File: config.mk
export PLATFORM = sky130hd
export DESIGN_NAME = frame_tick_rx_flat
export DESIGN_NICKNAME = d
export VERILOG_FILES = /design/src/rtl/frame_tick_rx_pkg.sv /design/src/rtl/frame_tick_rx_if.sv /design/src/rtl/frame_tick_rx_edge_sync.sv /design/src/rtl/frame_tick_rx.sv /design/src/flat_wrapper.sv
export SDC_FILE = /design/constraint.sdc
export NUM_CORES = 1
export LEC_CHECK = 0
export ABC_AREA = 0
export CORE_UTILIZATION = 40
export CTS_BUF_LIST = sky130_fd_sc_hd__clkbuf_16
export CTS_CLUSTER_DIAMETER = 50
export DETAILED_ROUTE_END_ITERATION = 8
export GPL_TIMING_DRIVEN = 0
export PLACE_DENSITY = 0.72
export SLEW_MARGIN = 20
export SYNTH_ARGS = -nofsm -noshare
export SYNTH_HDL_FRONTEND = slang
export SYNTH_SLANG_ARGS = --single-unit
File: constraint.sdc
create_clock -name clk -period 4.3 [get_ports clk]
set_clock_uncertainty 0.1 [all_clocks]
set_input_delay 0.86 -clock clk [delete_from_list [all_inputs] [get_ports clk]]
set_output_delay 0.86 -clock clk [all_outputs]
set_load 0.01 [all_outputs]
File: src/rtl/frame_tick_rx_pkg.sv
// Shared types and default constants for the frame-clock receiver.
// Optional feature macro FRAME_TICK_GATE_EN is consumed by frame_tick_rx.sv.
package frame_tick_pkg;

    typedef enum logic [1:0] {
        ST_ACQUIRE = 2'd0,
        ST_LOCKED  = 2'd1,
        ST_LOST    = 2'd2
    } state_t;

    localparam int DEF_NOM_PERIOD = 16667;
    localparam int DEF_TOL        = 512;
    localparam int DEF_LOCK_COUNT = 4;
    localparam int DEF_CNT_W      = 21;
    localparam int FRAME_CNT_W    = 16;

endpackage

File: src/rtl/frame_tick_rx_if.sv
// Control/status bundle between the frame-clock receiver and game logic.
interface frame_tick_rx_if #(
    parameter int CNT_W = frame_tick_pkg::DEF_CNT_W
);
    logic                                   slow_clk_in;
    logic                                   enable;
    logic                                   clr_lost;
    logic                                   frame_tick;
    logic [frame_tick_pkg::FRAME_CNT_W-1:0] frame_count;
    logic [CNT_W-1:0]                       period_cycles;
    logic                                   locked;
    logic                                   lost;

    modport master (
        output slow_clk_in, enable, clr_lost,
        input  frame_tick, frame_count, period_cycles, locked, lost
    );

    modport slave (
        input  slow_clk_in, enable, clr_lost,
        output frame_tick, frame_count, period_cycles, locked, lost
    );
endinterface

File: src/rtl/frame_tick_rx_edge_sync.sv
// Synchronizer chain for the slow frame clock plus rising-edge detector.
module edge_sync #(
    parameter int SYNC_STAGES = 2   // must be >= 2
) (
    input  logic clk,
    input  logic rst_n,
    input  logic i_async,
    output logic o_rise
);
    logic [SYNC_STAGES-1:0] r_sync;
    logic                   r_prev;

    always_ff @(posedge clk or negedge rst_n) begin
        if (!rst_n) begin
            r_sync <= '0;
            r_prev <= 1'b0;
        end else begin
            r_sync <= {r_sync[SYNC_STAGES-2:0], i_async};
            r_prev <= r_sync[SYNC_STAGES-1];
        end
    end

    assign o_rise = r_sync[SYNC_STAGES-1] & ~r_prev;
endmodule

File: src/rtl/frame_tick_rx.sv
// Frame-clock receiver: frame_tick pulses, period measurement, lock/loss tracking.
// Define FRAME_TICK_GATE_EN to suppress frame_tick until the input is locked.
module frame_tick_rx
    import frame_tick_pkg::*;
#(
    parameter int SYNC_STAGES = 2,
    parameter int NOM_PERIOD  = DEF_NOM_PERIOD,
    parameter int TOL         = DEF_TOL,
    parameter int LOCK_COUNT  = DEF_LOCK_COUNT,
    parameter int CNT_W       = DEF_CNT_W
) (
    input  logic            clk,
    input  logic            rst_n,
    frame_tick_rx_if.slave  bus
);
    localparam int GOOD_W = $clog2(LOCK_COUNT + 1);

    function automatic logic [CNT_W-1:0] sat_inc(input logic [CNT_W-1:0] v);
        return (&v) ? v : v + CNT_W'(1);
    endfunction

    function automatic logic in_tol(input logic [CNT_W-1:0] meas);
        logic signed [CNT_W:0] diff;
        diff = $signed({1'b0, meas}) - $signed((CNT_W+1)'(NOM_PERIOD));
        if (diff < 0) diff = -diff;
        return diff <= $signed((CNT_W+1)'(TOL));
    endfunction

    logic                   w_rise;
    logic [CNT_W-1:0]       w_meas;
    logic                   w_meas_vld;
    logic                   w_in_tol;
    logic                   w_timeout;
    logic                   w_lose;
    logic                   w_fire;

    logic [CNT_W-1:0]       r_cnt;
    logic [CNT_W-1:0]       r_period;
    logic                   r_have_edge;
    state_t                 r_state;
    logic [GOOD_W-1:0]      r_good;
    logic                   r_locked;
    logic                   r_lost;
    logic                   r_tick;
    logic [FRAME_CNT_W-1:0] r_frame_count;

    edge_sync #(.SYNC_STAGES(SYNC_STAGES)) u_edge_sync (
        .clk     (clk),
        .rst_n   (rst_n),
        .i_async (bus.slow_clk_in),
        .o_rise  (w_rise)
    );

    assign w_meas     = sat_inc(r_cnt);
    assign w_meas_vld = w_rise & r_have_edge;
    assign w_in_tol   = in_tol(w_meas);
    assign w_timeout  = r_cnt > CNT_W'(NOM_PERIOD + TOL);
    assign w_lose     = bus.enable && (r_state == ST_LOCKED) &&
                        ((w_meas_vld && !w_in_tol) || (!w_rise && w_timeout));

`ifdef FRAME_TICK_GATE_EN
    assign w_fire = bus.enable & w_rise & r_locked;
`else
    assign w_fire = bus.enable & w_rise;
`endif

    // Measurement path runs regardless of enable so period_cycles stays live.
    always_ff @(posedge clk or negedge rst_n) begin
        if (!rst_n) begin
            r_cnt       <= '0;
            r_period    <= '0;
            r_have_edge <= 1'b0;
        end else if (w_rise) begin
            r_cnt       <= '0;
            r_have_edge <= 1'b1;
            if (r_have_edge) r_period <= w_meas;
        end else begin
            r_cnt <= sat_inc(r_cnt);
        end
    end

    always_ff @(posedge clk or negedge rst_n) begin
        if (!rst_n) begin
            r_state       <= ST_ACQUIRE;
            r_good        <= '0;
            r_locked      <= 1'b0;
            r_lost        <= 1'b0;
            r_tick        <= 1'b0;
            r_frame_count <= '0;
        end else begin
            r_tick <= w_fire;
            if (w_fire) r_frame_count <= r_frame_count + FRAME_CNT_W'(1);

            // A loss in the same cycle as clr_lost must not be missed.
            if (w_lose)            r_lost <= 1'b1;
            else if (bus.clr_lost) r_lost <= 1'b0;

            if (!bus.enable) begin
                r_state  <= ST_ACQUIRE;
                r_good   <= '0;
                r_locked <= 1'b0;
            end else begin
                case (r_state)
                    ST_ACQUIRE: begin
                        if (w_meas_vld) begin
                            if (!w_in_tol) begin
                                r_good <= '0;
                            end else if (r_good == GOOD_W'(LOCK_COUNT - 1)) begin
                                r_good   <= '0;
                                r_state  <= ST_LOCKED;
                                r_locked <= 1'b1;
                            end else begin
                                r_good <= r_good + GOOD_W'(1);
                            end
                        end
                    end
                    ST_LOCKED: begin
                        if (w_lose) begin
                            r_state  <= ST_LOST;
                            r_locked <= 1'b0;
                        end
                    end
                    ST_LOST: begin
                        // The recovering edge only restarts measurement.
                        if (w_rise) begin
                            r_state <= ST_ACQUIRE;
                            r_good  <= '0;
                        end
                    end
                    default: begin
                        r_state  <= ST_ACQUIRE;
                        r_good   <= '0;
                        r_locked <= 1'b0;
                    end
                endcase
            end
        end
    end

    assign bus.frame_tick    = r_tick;
    assign bus.frame_count   = r_frame_count;
    assign bus.period_cycles = r_period;
    assign bus.locked        = r_locked;
    assign bus.lost          = r_lost;
endmodule

File: src/flat_wrapper.sv
// flat-port wrapper written by rule: the top's interface ports become plain ports
module frame_tick_rx_flat import frame_tick_pkg::*;
#(
    parameter int SYNC_STAGES = 2,
    parameter int NOM_PERIOD  = DEF_NOM_PERIOD,
    parameter int TOL         = DEF_TOL,
    parameter int LOCK_COUNT  = DEF_LOCK_COUNT,
    parameter int CNT_W       = DEF_CNT_W
)
  (clk, rst_n, bus_slow_clk_in, bus_enable, bus_clr_lost, bus_frame_tick, bus_frame_count, bus_period_cycles, bus_locked, bus_lost);
  frame_tick_rx_if #(.CNT_W(CNT_W)) bus_i ();
  input  logic clk;
  input  logic rst_n;
  input wire logic [$bits(bus_i.slow_clk_in)-1:0] bus_slow_clk_in;
  input wire logic [$bits(bus_i.enable)-1:0] bus_enable;
  input wire logic [$bits(bus_i.clr_lost)-1:0] bus_clr_lost;
  output wire logic [$bits(bus_i.frame_tick)-1:0] bus_frame_tick;
  output wire logic [$bits(bus_i.frame_count)-1:0] bus_frame_count;
  output wire logic [$bits(bus_i.period_cycles)-1:0] bus_period_cycles;
  output wire logic [$bits(bus_i.locked)-1:0] bus_locked;
  output wire logic [$bits(bus_i.lost)-1:0] bus_lost;
  assign bus_i.slow_clk_in = bus_slow_clk_in;
  assign bus_i.enable = bus_enable;
  assign bus_i.clr_lost = bus_clr_lost;
  assign bus_frame_tick = bus_i.frame_tick;
  assign bus_frame_count = bus_i.frame_count;
  assign bus_period_cycles = bus_i.period_cycles;
  assign bus_locked = bus_i.locked;
  assign bus_lost = bus_i.lost;
  frame_tick_rx #(.SYNC_STAGES(SYNC_STAGES), .NOM_PERIOD(NOM_PERIOD), .TOL(TOL), .LOCK_COUNT(LOCK_COUNT), .CNT_W(CNT_W)) u_core (.clk(clk), .rst_n(rst_n), .bus(bus_i));
endmodule
==> results.cfg, run 1 <==
[critical_path]
path_max_fanout = 10
reg2reg_slack_ns = 0.02
critical_path_class = reg2reg
reg2reg_to = u_core.r_good[2]$_DFFE_PN0P_
cp.required_ns = 4.46
cp-end-kind = register
r2r_start = u_core.r_cnt[15]$_DFF_PN0_
worstSetupStartpointType = register
startpoint = u_core.r_cnt[15]$_DFF_PN0_
reg2reg_depth = 16
cp.arrival_ns = 4.44
cp-endpoint = u_core.r_good[2]$_DFFE_PN0P_

[placement]
hpwl_um = 9096
dp_slack_ns = -0.7060
numPortBuffers = 44
post_dp_cell_area_um2 = 5248
dp.cells = 698
place_congestion = 0.8855

[power]
ir_drop_v = 0.0002889
p_switching_mw = 0.6870
p_seq_share_pct = 35.4
switching_share_pct = 31.97
p_int_mw = 1.462
power_leakage_nw = 2.663
pwr-share-clk_pct = 33.0
power.density_nw_per_um2 = 348.8
p_comb_share_pct = 31.6

[die]
die_w_um = 109.0
start_util_pct = 41.67
dieArea_um2 = 11870
core_um2 = 10980
io_pins = 45
num_rows = 38
die_y_um = 109.0

[detailed_routing]
drt_iter0_drc = 347
wl_per_cell_um = 17.27
vias_per_cell = 5.904
finalWirelength_um = 13160
drtPass1Iterations = 5
vias = 4499
drc = 0
antenna_left = 0

[layout]
nFillCells = 973
final_cell_mix = 65 x dfrtp_1, 49 x nand2_1, 48 x buf_4
final_util_pct = 56.08
final_common_cell = dfrtp_1
area_growth_pct = 34.58
final_nets = 627
n_antenna_cell = 0
design_area_um2 = 6160
final_cells = 762
drive_above_1_share_pct = 22.99

[clocking]
cts_made_buffers = 9
cts.sinks = 70
clk_latency_ns = 0.33
cts.clk_slew.worst_paths_ns = 0.06
cts_tree = built
cts_max_level = 3
cts.path.max_buffers = 2
cts_root_buffer = clkbuf_16

[yosys]
synth_top_area_cell = dfrtp_1
synth_top_cell_area_share_pct = 38.27
synthArstFlopShare_pct = 100.0
synth_top_family_by_area = simple AND/OR/NAND/NOR gates
seq_area_frac_synth_pct = 38.27
syn_avg_cell_area_um2 = 8.922
synth_seq_cells = 70
synth_area_um2 = 4577
syn_nets = 523
synth_area_leaders = dfrtp_1 38%, xnor2_1 6.9%, nand2_1 4.1%
synth.area.mux_share_pct = 1.203
synthFlopType = dfrtp_1
synth_warnings = 0
synth_compound_area_share_pct = 19.74
synth_cells = 513
synthSimpleGateAreaFrac_pct = 26.16
synthXorXnorAreaFrac_pct = 9.732
synth-adder-area-share_pct = 1.367
synth_cell_type_count = 79
synth_edf_count = 0

[hold_path]
worstHoldPathType = reg2reg
hp-start = u_core.u_edge_sync.r_sync[0]$_DFF_PN0_

[job]
maxCapViolations = 0

[timing]
finalHoldViolCount = 0
fin_crit_sh_pct = 99.53
rsz0062_at_grt = yes
drv_slew = 0
setup_tns_ns = 0
setup_viol = 0
worst_pin_slew_ns = 0.7902
clock.fmax_ghz = 0.2337
relSlewSlack_pct = 46.94
setup_ws_ns = 0.02020
post-route-min-period_ns = 4.280

[global_route]
antenna_found_initial = 0
grt_pass1_vias = 4296
grt_remaining_overflow = 0
grt_pass1_wl_um = 21110
grt_max_degree = 44
grt_usage_pct = 22.67

[outcome]
outcome = complete, no violations
==> synthesized netlist by cell type, drive strengths merged (14+ instances only) <==
| master | number |
|---|---|
| nor2 | 45 |
| nand4 | 17 |
| nor3 | 16 |
| clkbuf | 14 |
| nand2 | 51 |
| o21ai | 36 |
| xnor2 | 37 |
| nand3 | 25 |
| dfrtp | 70 |
| a21oi | 21 |
| buf | 15 |
==> worst max-delay path, stage by stage (launching register included) <==
cell and delay, ns:
dfrtp_2 0.43, nand4_1 0.24, buf_6 0.21, nor4_4 0.34, nand2_2 0.16, buf_4 0.17
a31oi_4 0.37, a211oi_2 0.15, o21a_1 0.25, o41ai_4 0.32, clkbuf_4 0.30, nand2_1 0.07
a21o_1 0.18, o31a_1 0.33, nor4_4 0.27, buf_6 0.18, a32o_1 0.15
==> through the flow <==
stage / hold WS [ns] / power, mW
after floorplan: 0.2312 / 1.123
after global placement: 0.2476 / 1.301
after detailed placement: 0.2378 / 1.326
after CTS: 0.2602 / 2.096
after global routing: 0.2711 / 2.257
final: 0.2586 / 2.149
==> routing by layer <==
metal / vias to the layer above / track usage [%] / share of wire (%)
li1: 2090 / - / -
met1: 2194 / 30.04 / 44
met2: 181 / 36.75 / 48
met3: 34 / 3.168 / 5.1
met4: 0 / 9.846 / 2.9
met5: - / 0 / 0
==> area by class of cell <==
type                            instances  area, um2  area share (%)
Multi-Input combinational cell        407       2899           47.06
Clock inverter                          7      57.56          0.9344
Timing Repair Buffer                   93      838.3           13.61
Sequential cell                        70       1758           28.54
Buffer                                 28      171.4           2.783
Inverter                                8      35.03          0.5688
Tap cell                              140      175.2           2.844
Clock buffer                            9      225.2           3.656
==> power groups by stage <==
stage / Combinational (mW) / Sequential [mW] / Clock (mW)
5_1_grt: 0.735 / 0.768 / 0.754
6_report: 0.680 / 0.760 / 0.709
2_1_floorplan: 0.343 / 0.780 / 0
3_5_place_dp: 0.552 / 0.773 / 0
3_3_place_gp: 0.531 / 0.770 / 0
4_1_cts: 0.617 / 0.761 / 0.718
==> kinds of logic after synthesis <==
logic type | count (synthesis)
AOI/OAI and AO/OA | 127
xor gates and xnor gates | 50
adders and majority gates | 5
buffers and inverters | 37
DFF | 70
muxes | 5
and+or+nand+nor | 219
==> flip-flops by register name, indices dropped and copies added, names as in the netlist <==
name / flops
u_core.u_edge_sync.r_sync: 2
u_core.bus.frame_tick: 1
u_core.bus.frame_count: 16
u_core.r_cnt: 21
u_core.bus.locked: 1
u_core.r_state: 2
u_core.u_edge_sync.r_prev: 1
u_core.r_good: 3
u_core.bus.period_cycles: 21
u_core.bus.lost: 1
u_core.r_have_edge: 1
==> timing repair <==
action | CTS | global route
hold buffers | 0 | 0
cloned | 1 | 0
gates resized for setup | 34 | 35
endpoints found under the setup margin | 7 | 7
buffers inserted | 23 | 25
pin swaps | 23 | 18
==> worst min-delay path by stage <==
stage / endpoint / slack [ns] / cells past startpoint
after floorplan: u_core.u_edge_sync.r_sync[1]$_DFF_PN0_ / 0.23 / 0
after global placement: u_core.u_edge_sync.r_sync[1]$_DFF_PN0_ / 0.25 / 0
after detailed placement: u_core.u_edge_sync.r_sync[1]$_DFF_PN0_ / 0.24 / 0
after CTS: u_core.u_edge_sync.r_sync[1]$_DFF_PN0_ / 0.26 / 0
after global routing: u_core.u_edge_sync.r_sync[1]$_DFF_PN0_ / 0.27 / 0
final: u_core.u_edge_sync.r_sync[1]$_DFF_PN0_ / 0.26 / 0
No activity file was read; power rests on OpenSTA's default activity.
==> inputs of run 2 (changes only) <==
--- a/config.mk
+++ b/config.mk
@@ -11,7 +11,9 @@
 export CTS_CLUSTER_DIAMETER = 50
 export DETAILED_ROUTE_END_ITERATION = 8
 export GPL_TIMING_DRIVEN = 0
+export HOLD_SLACK_MARGIN = 0.1
 export PLACE_DENSITY = 0.72
+export REMOVE_ABC_BUFFERS = 1
 export SLEW_MARGIN = 20
 export SYNTH_ARGS = -nofsm -noshare
 export SYNTH_HDL_FRONTEND = slang
==> results.cfg, run 2 (synthesized netlist as in run 1, its figures left out) <==
[clocking]
cts.path.max_buffers = 2
cts_root_buffer = clkbuf_16
cts_max_level = 3
cts.clk_slew.worst_paths_ns = 0.06
cts_tree = built
cts_made_buffers = 9
clk_latency_ns = 0.34
cts.sinks = 70
postCtsHoldBufs = 0

[critical_path]
r2r_start = u_core.r_cnt[0]$_DFF_PN0_
path_max_fanout = 7
worstSetupStartpointType = register
cp-end-kind = register
cp.required_ns = 4.48
critical_path_class = reg2reg
cp.arrival_ns = 4.59
startpoint = u_core.r_cnt[0]$_DFF_PN0_

[die]
die_w_um = 109.0
io_pins = 45
die_y_um = 109.0
start_util_pct = 41.67
num_rows = 38
dieArea_um2 = 11870
core_um2 = 10980

[power]
power_leakage_nw = 2.501
power.density_nw_per_um2 = 359.6
ir_drop_v = 0.0001851
p_total_mw = 2.141

[timing]
fin_crit_sh_pct = 102.7
setup_viol = 7
relSlewSlack_pct = 41.53
rsz0062_at_grt = yes
worst_pin_slew_ns = 0.8733
clock.fmax_ghz = 0.2266
post-route-min-period_ns = 4.414
setup_ws_ns = -0.1140
drv_slew = 0
finalHoldViolCount = 0

[layout]
final_common_cell = dfrtp_1
final_cell_mix = 56 x dfrtp_1, 47 x nand2_1, 43 x clkdlybuf4s50_1
drive_above_1_share_pct = 22.49
n_antenna_cell = 0
design_area_um2 = 5956
nFillCells = 938
final_nets = 592
area_growth_pct = 30.13

[hold_path]
worstHoldPathType = reg2reg
hp-start = u_core.u_edge_sync.r_sync[0]$_DFF_PN0_

[job]
maxCapViolations = 0

[global_route]
grt_max_degree = 44
grt_pass1_wl_um = 19660
grt_remaining_overflow = 0
antenna_found_initial = 0
grt_pass1_vias = 3884
grt_usage_pct = 21.50

[placement]
post_dp_cell_area_um2 = 5099
hpwl_um = 8147
place_congestion = 0.9061
numPortBuffers = 44
dp_slack_ns = -1.533

[outcome]
outcome = finished with violations
violations = negative setup slack

[detailed_routing]
vias = 4276
vias_per_cell = 5.882
antenna_left = 0
finalWirelength_um = 12250
drc = 0
wl_per_cell_um = 16.85
drt_iter0_drc = 329
drtPass1Iterations = 5
run 2: cell count changes in the layout (fill, tap and decap cells not counted), sizes merged:
cell      before  now
clkinv         4    0
nor2          46   45
clkbuf        23    9
inv           10   11
buf           64   44
clkinvlp       0    3
run 2: area by class of cell:
cell class,instances,area [um2],area share (%)
multi-input combinational,406,2895,48.61
sequential,70,1769,29.71
timing repair buffer,87,782.0,13.13
clock buffer,9,225.2,3.782
tap,140,175.2,2.941
clock inverter,7,73.82,1.239
inverter,8,35.03,0.5882
run 2: worst paths after layout:
path,endpoint,cells after the start,slack (ns)
max,u_core.r_good[2]$_DFFE_PN0P_,19,-0.11
min,u_core.u_edge_sync.r_sync[1]$_DFF_PN0_,0,0.25
max reg2reg,u_core.r_good[2]$_DFFE_PN0P_,19,-0.11
min reg2reg,u_core.u_edge_sync.r_sync[1]$_DFF_PN0_,0,0.25
max in group asynchronous,u_core.r_cnt[11]$_DFF_PN0_,2,3.17
min in group asynchronous,u_core.bus.period_cycles[12]$_DFFE_PN0P_,1,0.36
run 2: power breakdown:
group | total, mW | switching (mW) | internal (mW)
logic | 0.612 | 0.330 | 0.283
registers | 0.772 | 0.0598 | 0.712
clock network | 0.758 | 0.307 | 0.451
total | 2.14 | 0.696 | 1.45
run 2: timing repair:
action                     in CTS  in global routing
setup endpoints to repair       7                  7
hold endpoints to repair        0                  0
setup buffers                  23                 18
pin swaps                      14                 28
resized for setup              34                 26
cloned                          0                  0
run 2: per-stage QoR:
step                      utilization (%)  setup TNS, ns  hold slack, ns  cells
after floorplan                         -         -4.535          0.2312    484
after global placement              46.08         -18.29          0.2332    668
after detailed placement            46.42         -10.47          0.2416    670
after CTS                           51.83              0          0.2624    709
after global routing                54.23         -1.697          0.2722    727
final                               54.23        -0.5488          0.2546    727
run 2: metal layers:
layer | share of wire, % | wire (um) | track usage (%)
met3 | 6.2 | 762 | 4.184
met1 | 45 | 5511 | 29.46
met4 | 1.7 | 206 | 8.687
met5 | 0 | 0 | 0
met2 | 47 | 5773 | 33.11
run 2: worst max-delay path, stage by stage (launching register included):
cell and delay [ns]:
dfrtp_2 0.38, ha_4 0.15, nand3_4 0.08, or4_4 0.58
buf_6 0.14, nor3_4 0.21, or2_4 0.19, inv_4 0.05
ha_4 0.18, inv_4 0.07, a211oi_4 0.07, or4_4 0.51
o311ai_4 0.13, and4bb_1 0.29, nand3_2 0.08, and3_4 0.18
o31a_1 0.32, nor4_4 0.26, buf_4 0.18, a32o_1 0.17
